===== src/rtl/load_register.sv =====
// Width-parameterised storage register with store enable and synchronous reset.
// o always reflects the stored word; d/st only act at a rising clk edge.
module load_register #(
    parameter int                   BUS_WIDTH   = 8,
    parameter logic [BUS_WIDTH-1:0] RESET_VALUE = '0
) (
    input  logic                 st,
    input  logic [BUS_WIDTH-1:0] d,
    input  logic                 clk,
    output logic [BUS_WIDTH-1:0] o,
    input  logic                 rst
);

    logic [BUS_WIDTH-1:0] data_reg;

    // Reset takes priority over store; with neither asserted the word holds.
    always_ff @(posedge clk) begin
        if (rst) begin
            data_reg <= RESET_VALUE;
        end else if (st) begin
            data_reg <= d;
        end
    end

    assign o = data_reg;

endmodule


===== config.mk =====
export PLATFORM = sky130hd
export DESIGN_NAME = load_register
export DESIGN_NICKNAME = d
export VERILOG_FILES = /design/src/rtl/load_register.sv
export SDC_FILE = /design/constraint.sdc
export NUM_CORES = 1
export LEC_CHECK = 0
export ABC_AREA = 0
export BUFFER_PORTS_ARGS = -buffer_cell sky130_fd_sc_hd__buf_2
export CORE_AREA = 4 4 41 43
export CTS_BUF_LIST = sky130_fd_sc_hd__clkbuf_16
export DETAILED_ROUTE_END_ITERATION = 8
export DIE_AREA = 0 0 45 47
export PLACE_DENSITY_LB_ADDON = 0.12
export SLEW_MARGIN = 0
export SYNTH_ARGS = -nofsm -noshare
export SYNTH_HDL_FRONTEND = slang
export SYNTH_SLANG_ARGS = --single-unit

===== constraint.sdc =====
create_clock -name clk -period 0.8 [get_ports clk]
set_clock_uncertainty 0.05 [all_clocks]
set_input_delay 0.08 -clock clk [delete_from_list [all_inputs] [get_ports clk]]
set_output_delay 0.08 -clock clk [all_outputs]
set_load 0.02 [all_outputs]

Word level (Yosys, flattened, before mapping)
Index checks and enable logic that the tools add are counted.
{ "word_totals": {"ramBits": 0, "mem_bits_ro": 0, "mem_count": 0, "regBits": 8, "output_inout_bits": 8, "input_bits": 11, "latch_bits": 0, "elab_cells": 1} }
{ "op_classes": {"order_cmp": 0, "mux": 0, "bitwise_logic": 0, "n_div": 0, "addsub": 0, "n_mul": 0, "reduce_logical": 0, "shifts": 0, "eq_ne": 0} }

Depth between registers and ports, before layout
{ "logic_depth": {"word_depth": 0, "mapped_depth": 3, "mapped_depth_nobuf": 2} }

Least setup slack after synthesis
OpenSTA, ideal clock, no wires.
{ "synth_path": {"kind": "reg2reg", "from": "reg, netlist name o[0]", "to": "reg data_reg[0], in the netlist o[0]", "path_buffers": 0, "slack_ns": 0.099, "t_arrival_ns": 0.527, "setup_time_ns": 0.124, "stages_incl_launch_ff": 3, "cell_sequence": "dfxtp_1 mux2i_1 nor2_1"} }
{ "synth_rtl": {"columns": ["element", "line", "text"], "rows": [
  ["end signal: assignment", "19", "data_reg <= RESET_VALUE;"],
  ["end signal: assignment", "21", "data_reg <= d;"],
  ["end: declaration", "14", "logic [BUS_WIDTH-1:0] data_reg;"]
]} }

Final worst setup path
{ "layout_path": {"from": "reg data_reg[5], in the netlist o[5]", "to": "out o[5]"} }
{ "layout_rtl": {"columns": ["element", "line", "text"], "rows": [
  ["end: declaration", "10", "output logic [BUS_WIDTH-1:0] o,"]
]} }
No word-level cell between the ends.

==> results.md <==
* RSZ-0062 raised after global routing: yes
* Slew @ Worst Pin at 0.2491 ns
* Total global-route track usage at 0.08386
* Worst Setup End Kind: primary output
* TritonCTS clock tree: yes
* Number of max-cap violations at 0
* Status: complete, but fails checks
* Pins Over Slew Limit at 0
* Hold Startpoint: d[2]
* P_sw at 0.2695 mW
* Synth Net Count at 37
* Power share of the combinational group at 0.109
* Filler Cell Count at 150
* Cell internal pwr at 1.156 mW
* Violated checks: negative setup slack
* CP Launch Point: o[5]
* Final Cycle Share at 1.002
* Worst-path clk slew at 0.04 ns
* Pin count of the biggest net entering global routing at 9
* Antenna violations before repair at 0
* Mux cell area share after synthesis at 0.2807
* Largest family of logic cells by synthesized area: multiplexers
* I/O Pins at 19
* Slowest-stage cell, CP: dfxtp_2
* DR WL/cell at 11.87 µm
* Top layer in use: met3
* Arr. time, crit path at 0.67 ns
* Lkg Pwr at 0.2559 nW
* Finished Cell Area at 514.2 µm²
* Net Sw Frac at 0.1891
* PD cells at 2772 mW/mm²
* DR pass1 iterations at 2
* Crit path cell chain: buf_6
* WS Path Type: reg2out
* Final Hold Viols at 0
* Met3 WL at 75 µm
* Vias/cell at 4.067
* Layout overhead on the synthesized area at 80.26%
* HP Class: in2reg
* Htree depth at 1
* Placed inst area at 379.1 µm²
* Core Util, Final at 0.3952
* DP Worst Slack at 0.02710 ns
* Worst Path Buf+Inv at 1
* Routability cong. at 0.6369
* Synthesized cell area at 285.3 µm²
* Max FFs per register at 8
* Compound-cell area share of the yosys netlist at 0
* Port buffer count at 18
* Wire length on met2 at 356 µm
* Final worst setup slack at -0.001983 ns
* Synth cell types at 5
* Sequential Power Share at 0.313
* Delay of the slowest cell on the worst path at 0.33 ns
* Via count at 244
* Fmax at 1247 MHz
* Fraction of layout cells with a size suffix above 1 at 0.6444
* Seq/Total Area, Yosys at 0.5614
* Clock power share at 0.578
* Vias in the first global route at 278
* Die area at 0.002115 mm²
* XOR/XNOR Fraction of Synth Area at 0
* CTS Buf Count at 3
* WL met1 at 279 µm
* Number of diodes at 0
* Adder-Cell Fraction of Synth Area at 0
* Root buffer cell: clkbuf_16
* Die height at 47 µm
* Row count at 13
* Avg Synthesized Cell Area at 10.97 µm²
* CP startpoint kind: register
* Total wire length at 712 µm
* Layout net count at 58
* Total grt overflow at 0
* #FFs+latches synth at 8
* Post-layout minimum cycle time at 0.8020 ns
* Maximum fanout along the worst path at 2
* Cell count after synthesis at 26
* WHS Path Cells at 3
* Cell depth of the worst setup path at 1
* Critical Path RT at 0.67 ns
* Clock buffer depth at 2
* Clk sinks at 8
* Maximum VDD drop at 1.417 mV
* Clk_lat worst skew at 0.23 ns
* Rel. slew slack at 0.8340
* Setup Viol. Count Final at 2
* R2R Path Start: o[7]
* Core box area at 0.001301 mm²
* YS warnings at 0
* Initial Util at 0.2192
* CTS Hold Bufs at 0
* Die W at 45 µm
* CP delay by family, top: flip-flops
* First-pass GRT wire length at 1186 µm
* Reg2Reg Depth at 2
* DR iter-0 viols at 5
* Detail Route Antenna Nets at 0
* Simple-gate share of the synthesized area at 0.1053
* DR DRC count at 0
==> power groups by stage <==
| stage | registers, mW | clock network, mW | logic [mW] |
|---|---|---|---|
| after detailed placement | 0.441 | 0 | 0.130 |
| after CTS | 0.446 | 0.843 | 0.157 |
| final | 0.446 | 0.824 | 0.155 |
| after floorplan | 0.471 | 0 | 0.0506 |
| after global routing | 0.449 | 0.877 | 0.169 |
| after global placement | 0.440 | 0 | 0.126 |
==> routing by layer <==
metal / up-vias / GRT usage
li1: 122 / -
met1: 109 / 0.09132
met2: 13 / 0.1356
met3: 0 / 0.05747
met4: 0 / 0.01754
met5: - / 0
==> through the flow <==
step | hold WS [ns] | setup TNS, ns | power, mW | instances
after floorplan | 0.1772 | 0 | 0.5220 | 26
after global placement | 0.2653 | 0 | 0.5661 | 57
after detailed placement | 0.2746 | 0 | 0.5705 | 57
after CTS | 0.04222 | -0.01037 | 1.447 | 60
after global routing | 0.06402 | -0.1280 | 1.495 | 60
final | 0.04252 | -0.003465 | 1.426 | 60
==> Yosys cell counts <==
cell | instances | area [µm²]
dfxtp_1 | 8 | 160.2
mux2i_1 | 8 | 80.08
nor2_1 | 8 | 30.03
buf_1 | 1 | 3.750
buf_6 | 1 | 11.26
==> placed cells by master (no fill, tap or decap), drive strengths merged <==
| cell type | n |
|---|---|
| buf | 18 |
| mux2i | 8 |
| clkbuf | 3 |
| dfxtp | 8 |
| nor2 | 8 |
==> tightest hold or removal path, delay by kind of cell <==
family	cells	cell delay (ns)
mux	1	0.05
simple gates	1	0.07
buf+inv	1	0.08
==> worst paths after layout <==
kind	to	slack (ns)
hold / removal	o[2]	0.04
setup reg to reg	o[7]	0.12
setup / recovery	o[5]	-0.002
hold reg to reg	o[2]	0.44
==> area by class of cell <==
type | instances | area, µm² | share of cell area
multi-input cells | 16 | 110.1 | 0.2141
flip-flops and latches | 8 | 170.2 | 0.3309
well taps | 15 | 18.77 | 0.03650
repair buffers | 18 | 140.1 | 0.2725
clock buffers | 3 | 75.07 | 0.1460
==> what timing repair did <==
action                     CTS  global route
resized for setup           24             0
gates cloned                 0             0
setup endpoints to repair    8             8
buffers inserted             0             0
==> cells by family (layout without fill, tap and decap cells) <==
family / Yosys count / after routing
multiplexers: 8 / 8
AND/OR/NAND/NOR: 8 / 8
flip-flops: 8 / 8
buffers and inverters: 2 / 21
No activity file was read; power rests on OpenSTA's default activity.
